===== config.mk =====
export PLATFORM = sky130hd
export DESIGN_NAME = rv32m_muldiv_flat
export DESIGN_NICKNAME = d
export VERILOG_FILES = /design/src/rtl/rv32m_muldiv_if.sv /design/src/rtl/rv32m_muldiv.sv /design/src/flat_wrapper.sv
export SDC_FILE = /design/constraint.sdc
export NUM_CORES = 1
export LEC_CHECK = 0
export BUFFER_PORTS_ARGS = -buffer_cell sky130_fd_sc_hd__buf_4
export CAP_MARGIN = 40
export CORE_MARGIN = 4
export CORE_UTILIZATION = 30
export DETAILED_ROUTE_END_ITERATION = 10
export GPL_TIMING_DRIVEN = 0
export PLACE_DENSITY = 0.46
export SLEW_MARGIN = 10
export SYNTH_ARGS = -nofsm -noshare
export SYNTH_HDL_FRONTEND = slang
export SYNTH_SLANG_ARGS = --single-unit

===== constraint.sdc =====
create_clock -name clk_i -period 4 [get_ports clk_i]
set_input_delay 0.8 -clock clk_i [delete_from_list [all_inputs] [get_ports clk_i]]
set_output_delay 0.8 -clock clk_i [all_outputs]
set_load 0.1 [all_outputs]

===== src/rtl/rv32m_muldiv_if.sv =====
// Handshake/operand bundle between the execute-stage issue logic and the RV32M mul/div unit.
// The master modport issues requests and sinks results; the slave modport is the unit itself.
interface rv32m_muldiv_if;
  logic        start_i;
  logic [2:0]  funct3_i;
  logic [31:0] op_a_i;
  logic [31:0] op_b_i;
  logic [4:0]  rd_addr_i;
  logic        ready_i;
  logic        busy_o;
  logic        valid_o;
  logic [31:0] result_o;
  logic [4:0]  rd_addr_o;

  modport master (
    output start_i, funct3_i, op_a_i, op_b_i, rd_addr_i, ready_i,
    input  busy_o, valid_o, result_o, rd_addr_o
  );

  modport slave (
    input  start_i, funct3_i, op_a_i, op_b_i, rd_addr_i, ready_i,
    output busy_o, valid_o, result_o, rd_addr_o
  );
endinterface


===== src/rtl/rv32m_muldiv.sv =====
// Iterative RV32M multiply/divide unit: shift-add multiply, restoring divide, sign fix-up stage.
// Optional macro RV32M_FAST_MUL_EN turns multiplies into a single-cycle product taken at accept.
module rv32m_muldiv #(
  parameter int XLEN = 32
) (
  input logic           clk_i,
  input logic           reset_i,
  rv32m_muldiv_if.slave bus
);
  localparam int CW = $clog2(XLEN) + 1;

  typedef enum logic [1:0] {IDLE = 2'd0, CALC = 2'd1, FIX = 2'd2, DONE = 2'd3} state_e;

  state_e      state_q;
  logic [2:0]  fn_q;
  logic [4:0]  rd_q;
  logic [31:0] b_q;
  logic [63:0] prod_q;
  logic        neg_q;
  logic        neg_rem_q;
  logic        bypass_q;
  logic [CW-1:0] cnt_q;
  logic        busy_q;
  logic        valid_q;
  logic [31:0] result_q;

  logic        sgn_a, sgn_b, neg_a, neg_b, div0, ovf, fast_mul;
  logic [31:0] mag_a, mag_b, spec_res;
  logic [63:0] fprod;
  logic [32:0] mul_sum, rem_sh;
  logic [31:0] rem_sub;
  logic [63:0] prod_d, prod_neg, prod_sel;
  logic [31:0] quo, rem, result_d;

  // Operand signedness per funct3.
  always_comb begin
    sgn_a = 1'b0;
    sgn_b = 1'b0;
    case (bus.funct3_i)
      3'b000, 3'b001, 3'b100, 3'b110: begin sgn_a = 1'b1; sgn_b = 1'b1; end
      3'b010:                         begin sgn_a = 1'b1; sgn_b = 1'b0; end
      default:                        begin sgn_a = 1'b0; sgn_b = 1'b0; end
    endcase
  end

  assign neg_a = sgn_a & bus.op_a_i[31];
  assign neg_b = sgn_b & bus.op_b_i[31];
  assign mag_a = neg_a ? (~bus.op_a_i + 32'd1) : bus.op_a_i;
  assign mag_b = neg_b ? (~bus.op_b_i + 32'd1) : bus.op_b_i;
  assign div0  = bus.funct3_i[2] & (bus.op_b_i == 32'd0);
  assign ovf   = bus.funct3_i[2] & ~bus.funct3_i[0] &
                 (bus.op_a_i == 32'h8000_0000) & (bus.op_b_i == 32'hFFFF_FFFF);

  // Results for the divide corner cases that skip the iteration.
  always_comb begin
    if (div0) begin
      spec_res = bus.funct3_i[1] ? bus.op_a_i : 32'hFFFF_FFFF;
    end else if (ovf) begin
      spec_res = bus.funct3_i[1] ? 32'd0 : 32'h8000_0000;
    end else begin
      spec_res = 32'd0;
    end
  end

`ifdef RV32M_FAST_MUL_EN
  logic [63:0] fa, fb;
  assign fa       = {{32{neg_a}}, bus.op_a_i};
  assign fb       = {{32{neg_b}}, bus.op_b_i};
  assign fprod    = fa * fb;
  assign fast_mul = ~bus.funct3_i[2];
`else
  assign fprod    = 64'd0;
  assign fast_mul = 1'b0;
`endif

  // One iteration: prod_q holds {acc, multiplier} for multiply and {remainder, quotient} for divide.
  always_comb begin
    mul_sum = {1'b0, prod_q[63:32]} + (prod_q[0] ? {1'b0, b_q} : 33'd0);
    rem_sh  = {prod_q[63:32], prod_q[31]};
    rem_sub = rem_sh[31:0] - b_q;
    if (fn_q[2]) begin
      if (rem_sh >= {1'b0, b_q}) begin
        prod_d = {rem_sub, prod_q[30:0], 1'b1};
      end else begin
        prod_d = {prod_q[62:0], 1'b0};
      end
    end else begin
      prod_d = {mul_sum, prod_q[31:1]};
    end
  end

  // Sign fix-up and result selection; bypassed results are already final.
  always_comb begin
    prod_neg = ~prod_q + 64'd1;
    prod_sel = neg_q ? prod_neg : prod_q;
    quo      = neg_q ? (~prod_q[31:0] + 32'd1) : prod_q[31:0];
    rem      = neg_rem_q ? (~prod_q[63:32] + 32'd1) : prod_q[63:32];
    if (bypass_q) begin
      result_d = ((fn_q == 3'b000) || fn_q[2]) ? prod_q[31:0] : prod_q[63:32];
    end else begin
      case (fn_q)
        3'b000:                 result_d = prod_sel[31:0];
        3'b001, 3'b010, 3'b011: result_d = prod_sel[63:32];
        3'b100, 3'b101:         result_d = quo;
        default:                result_d = rem;
      endcase
    end
  end

  // Control FSM with registered handshake and result outputs.
  always_ff @(posedge clk_i) begin
    if (!reset_i) begin
      state_q   <= IDLE;
      fn_q      <= 3'd0;
      rd_q      <= 5'd0;
      b_q       <= 32'd0;
      prod_q    <= 64'd0;
      neg_q     <= 1'b0;
      neg_rem_q <= 1'b0;
      bypass_q  <= 1'b0;
      cnt_q     <= {CW{1'b0}};
      busy_q    <= 1'b0;
      valid_q   <= 1'b0;
      result_q  <= 32'd0;
    end else begin
      case (state_q)
        IDLE: begin
          if (bus.start_i) begin
            fn_q      <= bus.funct3_i;
            rd_q      <= bus.rd_addr_i;
            b_q       <= mag_b;
            neg_q     <= neg_a ^ neg_b;
            neg_rem_q <= neg_a;
            cnt_q     <= {CW{1'b0}};
            busy_q    <= 1'b1;
            if (div0 | ovf) begin
              prod_q   <= {32'd0, spec_res};
              bypass_q <= 1'b1;
              state_q  <= FIX;
            end else if (fast_mul) begin
              prod_q   <= fprod;
              bypass_q <= 1'b1;
              state_q  <= FIX;
            end else begin
              prod_q   <= {32'd0, mag_a};
              bypass_q <= 1'b0;
              state_q  <= CALC;
            end
          end
        end
        CALC: begin
          prod_q <= prod_d;
          cnt_q  <= cnt_q + CW'(1);
          if (cnt_q == CW'(XLEN - 1)) begin
            state_q <= FIX;
          end
        end
        FIX: begin
          result_q <= result_d;
          valid_q  <= 1'b1;
          state_q  <= DONE;
        end
        DONE: begin
          if (bus.ready_i) begin
            valid_q <= 1'b0;
            busy_q  <= 1'b0;
            state_q <= IDLE;
          end
        end
        default: state_q <= IDLE;
      endcase
    end
  end

  assign bus.busy_o    = busy_q;
  assign bus.valid_o   = valid_q;
  assign bus.result_o  = result_q;
  assign bus.rd_addr_o = rd_q;
endmodule


===== src/flat_wrapper.sv =====
// flat-port wrapper written by rule: the top's interface ports become plain ports
module rv32m_muldiv_flat 
#(
  parameter int XLEN = 32
)
  (clk_i, reset_i, bus_start_i, bus_funct3_i, bus_op_a_i, bus_op_b_i, bus_rd_addr_i, bus_ready_i, bus_busy_o, bus_valid_o, bus_result_o, bus_rd_addr_o);
  rv32m_muldiv_if bus_i ();
  input logic clk_i;
  input logic reset_i;
  input wire logic [$bits(bus_i.start_i)-1:0] bus_start_i;
  input wire logic [$bits(bus_i.funct3_i)-1:0] bus_funct3_i;
  input wire logic [$bits(bus_i.op_a_i)-1:0] bus_op_a_i;
  input wire logic [$bits(bus_i.op_b_i)-1:0] bus_op_b_i;
  input wire logic [$bits(bus_i.rd_addr_i)-1:0] bus_rd_addr_i;
  input wire logic [$bits(bus_i.ready_i)-1:0] bus_ready_i;
  output wire logic [$bits(bus_i.busy_o)-1:0] bus_busy_o;
  output wire logic [$bits(bus_i.valid_o)-1:0] bus_valid_o;
  output wire logic [$bits(bus_i.result_o)-1:0] bus_result_o;
  output wire logic [$bits(bus_i.rd_addr_o)-1:0] bus_rd_addr_o;
  assign bus_i.start_i = bus_start_i;
  assign bus_i.funct3_i = bus_funct3_i;
  assign bus_i.op_a_i = bus_op_a_i;
  assign bus_i.op_b_i = bus_op_b_i;
  assign bus_i.rd_addr_i = bus_rd_addr_i;
  assign bus_i.ready_i = bus_ready_i;
  assign bus_busy_o = bus_i.busy_o;
  assign bus_valid_o = bus_i.valid_o;
  assign bus_result_o = bus_i.result_o;
  assign bus_rd_addr_o = bus_i.rd_addr_o;
  rv32m_muldiv #(.XLEN(XLEN)) u_core (.clk_i(clk_i), .reset_i(reset_i), .bus(bus_i));
endmodule

### Yosys cells after proc, flatten, opt, wreduce, memory -nomap -nowiden

Cells that the tools add are included.

* reduce and logical (&&, ||, !) cells: 17
* shifts and indexed selects: 0
* add/subtract/negate cells: 8
* order comparisons: 1
* div/mod/pow operators: 0
* bitwise gates (word level): 14
* $mul: 0
* eq/ne operators: 18
* mux-type cells: 32

Operator list (number)
* $mux W32: 12
* $mux W64: 4
* $add A32 B1 Y32 const B: 4
* $not A32 Y32: 4
* $pmux W64 S2: 1
* $pmux W32 S3: 1
* $add A64 B1 Y64 const B: 1
* $eq A32 B32 Y1 const B: 2
* $not A64 Y64: 1
* $add A32 B33 Y33: 1
* $ge A33 B32 Y1: 1
* $logic_not A32 Y1: 1
* $sub A32 B32 Y32: 1
* $eq A3 B3 Y1 const B: 4
* $pmux W6 S2: 1
* $eq A3 B2 Y1 const B: 3
* $mux W2: 4
* $pmux W2 S4: 1
* $add A6 B1 Y6 const B: 1
* $and A1 B1 Y1: 6
* $eq A3 B1 Y1 const B: 2
* $eq A6 B5 Y1 const B: 1
* $logic_not A3 Y1: 2
* $mux W6: 1
* other kinds (18): 30

* memory bits (read-only): 0
* register bits: 149
* memory bits (writable): 0
* bits in latches: 0
* memories: 0
* output and inout bits: 39

### Depth between registers and ports, before layout

Gate-level depths: netlist (run 1).

* word-level depth: 9
* gate-level depth with buffers: 14
* gate-level depth less buffers: 13

### Least setup slack after synthesis (run 1)

OpenSTA, ideal clock, no wires.

* path type: input -> register
* start point: in bus_op_b_i[1]
* end point: reg u_core.prod_q[3]
* stages: 11
* setup slack: 0.729 ns
* arrival: 3.145 ns
* setup time: 0.125 ns
* required time: 3.875 ns
* path through: inv_1 -> ha_1 -> or3b_2 -> nor2_1 -> nand4_1 -> nor4b_2 -> nand2b_2 -> nor4_1 -> a211o_1 -> a222oi_1 -> nor2b_1

* longest elaborated chain between the ends: 7
* elaborated cells on any way between the ends: 10

RTL lines
* from (decl): RTL line flat_wrapper.sv:13 `input wire logic [$bits(bus_i.op_b_i)-1:0] bus_op_b_i;`
* $eq A32 B32 Y1: RTL line rv32m_muldiv.sv:52 `(bus.op_a_i == 32'h8000_0000) & (bus.op_b_i == 32'hFFFF_FFFF);`
* $and A1 B1 Y1: RTL line rv32m_muldiv.sv:52
* $mux W32: RTL line rv32m_muldiv.sv:58 `end else if (ovf) begin`
* $mux W32: RTL line rv32m_muldiv.sv:56 `if (div0) begin`
* $mux W32 (*): RTL line rv32m_muldiv.sv:136 `if (div0 | ovf) begin`
* $mux W64 (*): RTL line rv32m_muldiv.sv:128 `if (bus.start_i) begin`
* $pmux W64 S2 (*): RTL line rv32m_muldiv.sv:126 `case (state_q)`
* to (signal assigned): RTL line rv32m_muldiv.sv:137 `prod_q <= {32'd0, spec_res};`
* to (signal assigned): RTL line rv32m_muldiv.sv:141 `prod_q <= fprod;`
* to (signal assigned): RTL line rv32m_muldiv.sv:145 `prod_q <= {32'd0, mag_a};`
* to (decl): RTL line rv32m_muldiv.sv:18 `logic [63:0] prod_q;`

Every way passes the cells marked *; elsewhere a longest branch is shown, timed or not. The select of a mux whose other input is x is not followed.
A chain may end at the register's enable or synchronous reset.

### Worst setup path after layout (run 1)

* start point: reg u_core.prod_q[33]
* end point: reg u_core.result_q[22] (netlist: u_core.bus.result_o[22])

* longest elaborated chain between the ends: 5
* elaborated cells on any way between the ends: 8

RTL lines
* $not A64 Y64 or $not A32 Y32 (tied branches): RTL line rv32m_muldiv.sv:94, rv32m_muldiv.sv:97
* $add A64 B1 Y64 or $add A32 B1 Y32 (tied branches): RTL line rv32m_muldiv.sv:94, rv32m_muldiv.sv:97
* $mux W64 or $mux W32 (tied branches): RTL line rv32m_muldiv.sv:95, rv32m_muldiv.sv:97
* $pmux W32 S3 (*): RTL line rv32m_muldiv.sv:101 `case (fn_q)`
* $mux W32 (*): RTL line rv32m_muldiv.sv:98 `if (bypass_q) begin`
* to (signal assigned): RTL line rv32m_muldiv.sv:159 `result_q <= result_d;`
* to (decl): RTL line rv32m_muldiv.sv:25 `logic [31:0] result_q;`

Every way passes the cells marked *; elsewhere a longest branch is shown, timed or not.

==> results of run 1 <==
-- cell families (layout without fill, tap and decap cells) --
kind of cell               after synthesis  in the layout  synth area share [%]
AOI/OAI and AO/OA                      698            698                  30.2
xor gates and xnor gates               146            146                  8.35
adders and majority gates               76             76                  6.31
buffers and inverters                  249            404                  6.33
DFF                                    149            149                  19.5
muxes                                   70             70                  4.62
and+or+nand+nor                        753            753                  24.7
-- power by group through the flow --
stage / logic, µW / clock network (µW) / registers, µW
final: 6450 / 1690 / 2170
after global routing: 6870 / 1770 / 2200
after CTS: 6320 / 1730 / 2160
after detailed placement: 6280 / 0 / 2190
after global placement: 6280 / 0 / 2180
after floorplan: 3570 / 0 / 2770
-- registers in the layout, summed over array words and instances, names as in the netlist --
signal,count
u_core.bus.result_o,32
u_core.neg_rem_q,1
u_core.bus.rd_addr_o,5
u_core.fn_q,3
u_core.state_q,2
u_core.b_q,32
u_core.bypass_q,1
u_core.cnt_q,6
u_core.neg_q,1
u_core.bus.busy_o,1
u_core.bus.valid_o,1
u_core.prod_q,64
-- how the worst min path moves through the flow --
stage                                              start                                   end
finish              u_core.bus.rd_addr_o[4]$_SDFFE_PN0P_  u_core.bus.rd_addr_o[4]$_SDFFE_PN0P_
global placement    u_core.bus.rd_addr_o[4]$_SDFFE_PN0P_  u_core.bus.rd_addr_o[4]$_SDFFE_PN0P_
detailed placement  u_core.bus.rd_addr_o[2]$_SDFFE_PN0P_  u_core.bus.rd_addr_o[2]$_SDFFE_PN0P_
global route        u_core.bus.rd_addr_o[2]$_SDFFE_PN0P_  u_core.bus.rd_addr_o[2]$_SDFFE_PN0P_
floorplan                    u_core.b_q[31]$_SDFFE_PN0P_           u_core.b_q[31]$_SDFFE_PN0P_
CTS                 u_core.bus.rd_addr_o[2]$_SDFFE_PN0P_  u_core.bus.rd_addr_o[2]$_SDFFE_PN0P_
-- cells in the final DEF (no fill, tap or decap), drive strengths merged, types with 27 or more instances in the layout --
cell and n:
a21o 28, a21oi 155, buf 151, clkbuf 168, dfxtp 149, ha 74
inv 79, mux2i 65, nand2 266, nand3 60, nand4 36, nor2 150
nor3 43, o211a 27, o21ai 190, o31ai 27, or3 29, or4 33
xnor2 63, xor2 83
-- critical path: cells and delay by family (launching register included) --
family / cells / cell delay [ps]
buffers and inverters: 2 / 440
XOR/XNOR: 1 / 190
adder cells (fa/ha/maj): 1 / 240
AO/OA/AOI/OAI: 2 / 430
AND/OR/NAND/NOR: 6 / 2130
flip-flops: 1 / 340
-- stage by stage --
stage	TNS [ps]	utilization [%]	instance area [µm²]
2_1_floorplan	0	-	15300
3_3_place_gp	-8480	33.8	17000
3_5_place_dp	-3450	34.0	17100
4_1_cts	0	35.2	17700
5_1_grt	0	35.3	17700
6_report	0	35.3	17700
-- layer usage --
metal	part of all wire (%)	GRT usage [%]	wire length [µm]
met4	3.1	9.54	2350
met1	45	37.1	34100
met3	7.7	5.32	5850
met5	0.025	0	19
met2	44	42.6	33800
-- repair_timing --
| action | 4_1_cts | 5_1_grt |
|---|---|---|
| endpoints found under the hold margin | 0 | 0 |
| buffers inserted | 0 | 0 |
| resized for setup | 8 | 11 |
| endpoints found under the setup margin | 19 | 13 |
-- final cells by class --
| class | count | area (µm²) | share of cell area [%] |
|---|---|---|---|
| inverter | 72 | 270 | 1.52 |
| sequential | 149 | 2980 | 16.8 |
| multi-input combinational | 1743 | 11400 | 64.3 |
| clock inverter | 13 | 136 | 0.769 |
| buffer | 177 | 709 | 4.00 |
| tap | 672 | 841 | 4.74 |
| clock buffer | 19 | 443 | 2.50 |
| timing repair buffer | 123 | 950 | 5.36 |
==> impl_metrics.yaml, run 1 <==
outcome:
  run_status: "completed"
clock_tree:
  cts_tree: "done"
  htree_levels: 4
  clk_path_buf_depth: 2
  clk_pin_slew_ps: 70
  cts_root_buf: "clkbuf_16"
  holdBufCountCts: 0
  clock_sinks: 149
  cts_buffers: 17
  clk-insertion-delay-late_ps: 500
timing:
  slew_headroom_pct: 36.8
  hold_viol: 0
  final_max_slew_viol_count: 0
  rsz0062_at_grt: "false"
  tightest_slew_ps: 939
  skew_ps: 17.9
  finalCritPeriodShare_pct: 97.0
  finalSetupViolCount: 0
  fmaxAchievable_mhz: 258
  hold_slack_ps: 471
  fin_crit_ps: 3880
  fin_ws_ps: 119
layout:
  layout.nets: 2435
  instances_no_fill: 2968
  n_fill_cell: 5481
  diodes: 0
  area_delta_synth_final_pct: 15.8
  drive_above_1_share_pct: 9.89
yosys:
  synth-edff-count: 0
  syn_inst: 2141
  synth-seq-cells: 149
  syn_area_per_cell_um2: 7.15
  synthArstFlopShare_pct: 0
  yosysTopAreaCell: "dfxtp_1"
  netlist_top_cells_area: "dfxtp_1 (19%), nand2_1 (6.5%), ha_1 (6.0%)"
  synth_top_area_share_pct: 19.5
  ys_types: 91
  synth-main-ff-cell: "dfxtp_1"
  post-synth-top-count-cell: "nand2_1"
  syn_nets: 2293
  netlist_area_um2: 15300
  ys_seq_area_share_pct: 19.5
  synth_common_cells: "nand2_1 (264), o21ai_0 (182), a21oi_1 (155)"
  yosysWarningCount: 0
global_routing:
  grt_remaining_overflow: 0
  grt_start_max_net_pins: 17
  grt.total_usage_pct: 27.1
  antenna_found_initial: 2
  grt_pass1_wl_um: 110000
  grt_pass1_vias: 16500
critical_path:
  worstSetupStartpointType: "flip-flop"
  path_cells: "clkbuf_2, inv_1, ha_1, or3b_2, nor3_1, nand2_1, or4_1, or2_1, o21ai_1, xor2_1, o221ai_1, and3_1"
  crit_path_end_kind: "flip-flop"
  rr_endpoint: "u_core.bus.result_o[22]$_SDFFE_PN0P_"
  critPathLaunch: "u_core.prod_q[33]$_SDFFE_PN0P_"
  crit_required_ps: 4390
  cp.arrival_ps: 4270
  worstReg2RegStart: "u_core.prod_q[33]$_SDFFE_PN0P_"
  critical_path.slowest_cell: "or3b_2"
  crit_path_max_fanout: 8
  rr_worst_depth: 12
  reg2reg_slack_ps: 120
  crit_type: "reg -> reg"
  crit_end: "u_core.bus.result_o[22]$_SDFFE_PN0P_"
  max_stage_delay_ps: 550
routing:
  routed_wl_um: 76100
  drt_iter0_markers: 1550
  vias: 17500
  dr.pass1.iters: 8
  avgRoutedWirePerCell_um: 25.6
  drc: 0
  viasPerCell: 5.91
  ant_nets: 0
placed_design:
  port_buffers: 114
  post-place-ws_ps: -528
  hpwl_um: 59700
  dp_cells: 2936
  place.gp.congestion: 0.981
power:
  irDropWorstVdd_mv: 0.348
  p_sw_uw: 5690
  pwr-share-clk_pct: 16.4
  leakagePower_uw: 0.00694
  intPower_uw: 4610
  p_total_uw: 10300
  swShare_pct: 55.2
  p_comb_share_pct: 62.5
  p_seq_share_pct: 21.1
  power_density_nw_per_um2: 581
worst_hold_path:
  hp-class: "reg -> reg"
  holdPathStages: 2
floorplanning:
  fp-row-count: 82
  num_io_pins: 115
  chipWidth_um: 234
  die_height_um: 234
  core-area_um2: 50300
  die_area_um2: 54700
  start_util_pct: 30.5
flow_run:
  cap_violations: 0
(Power assumes the default switching activity.)
==> run 2, diff against run 1 <==
- CORE_ASPECT_RATIO: unset -> 1.4
==> impl_metrics.yaml, run 2 (same netlist as run 1, synthesis figures left out) <==
outcome:
  run_status: "completed"
clock_tree:
  holdBufCountCts: 0
  cts_root_buf: "clkbuf_16"
  cts_buffers: 17
  htree_levels: 4
  clk_pin_slew_ps: 80
  clock_sinks: 149
  cts_tree: "done"
  clk_path_buf_depth: 2
  clk-insertion-delay-late_ps: 480
timing:
  hold_viol: 0
  rsz0062_at_grt: "false"
  skew_ps: 16.2
  fmaxAchievable_mhz: 252
  finalCritPeriodShare_pct: 99.4
  fin_crit_ps: 3970
  tightest_slew_ps: 929
  slew_headroom_pct: 38.1
  finalSetupViolCount: 0
  final_max_slew_viol_count: 0
layout:
  largest_register_ffs: 64
  area_delta_synth_final_pct: 16.1
  multi_input_area_um2: 11400
  diodes: 0
  final_cell_mix: "nand2_1 (263), o21ai_0 (180), a21oi_1 (153)"
  n_fill_cell: 5528
  layout_commonest_cell: "nand2_1"
  layout.nets: 2437
  regMostFlops: "u_core.prod_q"
  register_area_um2: 2990
  fin_util_pct: 35.4
  instances_no_fill: 2941
  drive_above_1_share_pct: 10.3
global_routing:
  grt_pass1_wl_um: 116000
  grt.total_usage_pct: 28.5
  grt_remaining_overflow: 0
  antenna_found_initial: 0
  grt_pass1_vias: 17400
  grt_start_max_net_pins: 17
placed_design:
  dp_cells: 2907
  hpwl_um: 62900
  place.gp.congestion: 1.03
  port_buffers: 114
worst_hold_path:
  min_to: "u_core.bus.rd_addr_o[2]$_SDFFE_PN0P_"
  holdCritStartpoint: "u_core.bus.rd_addr_o[2]$_SDFFE_PN0P_"
  hp-class: "reg -> reg"
  holdPathStages: 2
floorplanning:
  fp-row-count: 97
  die_area_um2: 54800
  core-area_um2: 50200
  start_util_pct: 30.5
  chipWidth_um: 199
  num_io_pins: 115
  die_height_um: 275
routing:
  vias: 17600
  avgRoutedWirePerCell_um: 27.1
  dr.pass1.iters: 9
  viasPerCell: 5.98
  ant_nets: 0
  drt_iter0_markers: 1552
  routed_wl_um: 79700
  drc: 0
critical_path:
  worstReg2RegStart: "u_core.prod_q[33]$_SDFFE_PN0P_"
  rr_worst_depth: 12
  crit_path_end_kind: "flip-flop"
  reg2reg_slack_ps: 30
  crit_path_max_fanout: 8
  rr_endpoint: "u_core.bus.result_o[22]$_SDFFE_PN0P_"
  crit_required_ps: 4360
  crit_type: "reg -> reg"
  cp.arrival_ps: 4340
  worstSetupStartpointType: "flip-flop"
power:
  leakagePower_uw: 0.00697
  irDropWorstVdd_mv: 0.436
  power_density_nw_per_um2: 592
flow_run:
  cap_violations: 0
## run 2: cell count changes in the layout (fill, tap and decap cells not counted), moves of 2 or more
cell | before | now
buf_4 | 115 | 117
inv_6 | 4 | 2
inv_1 | 72 | 70
inv_8 | 3 | 6
clkinvlp_4 | 2 | 4
buf_1 | 15 | 13
clkinv_4 | 2 | 0
## run 2: how the worst max path moves through the flow
stage,start,endpoint,depth (start not counted)
after floorplan,bus_op_b_i[1],u_core.prod_q[3]$_SDFFE_PN0P_,11
after global placement,u_core.prod_q[0]$_SDFFE_PN0P_,u_core.prod_q[61]$_SDFFE_PN0P_,13
after detailed placement,u_core.prod_q[0]$_SDFFE_PN0P_,u_core.prod_q[59]$_SDFFE_PN0P_,13
after CTS,u_core.prod_q[0]$_SDFFE_PN0P_,u_core.prod_q[60]$_SDFFE_PN0P_,13
after global routing,u_core.b_q[21]$_SDFFE_PN0P_,u_core.prod_q[56]$_SDFFE_PN0P_,12
final,u_core.prod_q[33]$_SDFFE_PN0P_,u_core.bus.result_o[22]$_SDFFE_PN0P_,12
## run 2: cell type report
| class | instances | area share, % |
|---|---|---|
| sequential | 149 | 16.8 |
| clock buffer | 18 | 2.41 |
| buffer | 177 | 4.01 |
| multi-input combinational | 1743 | 64.2 |
| clock inverter | 14 | 1.03 |
| tap | 643 | 4.53 |
| inverter | 72 | 1.54 |
| timing repair buffer | 125 | 5.47 |
## run 2: layer usage
layer	GRT usage (%)	routed length (µm)
met1	32.0	29800
met3	3.64	4370
met2	50.3	38900
met5	0	0
met4	18.9	6590
## run 2: critical path, stage by stage (launching register included)
cell	delay, ps
dfxtp_1	350
clkbuf_2	260
inv_2	200
ha_1	320
or3b_2	580
nor3_2	260
nand2_2	190
or4_1	480
o21ai_0	470
a21oi_1	140
o211ai_1	280
o21ai_0	120
and3_1	190
## run 2: timing repair
| action | 4_1_cts | 5_1_grt |
|---|---|---|
| endpoints found under the setup margin | 30 | 25 |
| resized for setup | 11 | 17 |
| pin swaps | 2 | 0 |
| setup buffers | 2 | 0 |
## run 2: metrics by stage
step | total power, µW | worst slack [ps] | hold WS (ps) | TNS, ps | instance area, µm²
after floorplan | 6340 | 729 | 441 | 0 | 15300
after global placement | 8590 | -455 | 454 | -9530 | 17000
after detailed placement | 8610 | -499 | 461 | -6340 | 17100
after CTS | 10400 | -27.3 | 472 | -27.3 | 17700
after global routing | 11000 | 5.84 | 495 | 0 | 17800
final | 10500 | 25.4 | 471 | 0 | 17800
## run 2: where the power goes
group | switching (µW) | internal (µW) | leakage, µW
Sequential | 365 | 1820 | 0.00122
Combinational | 4630 | 1920 | 0.00546
Clock | 831 | 952 | 0.000292
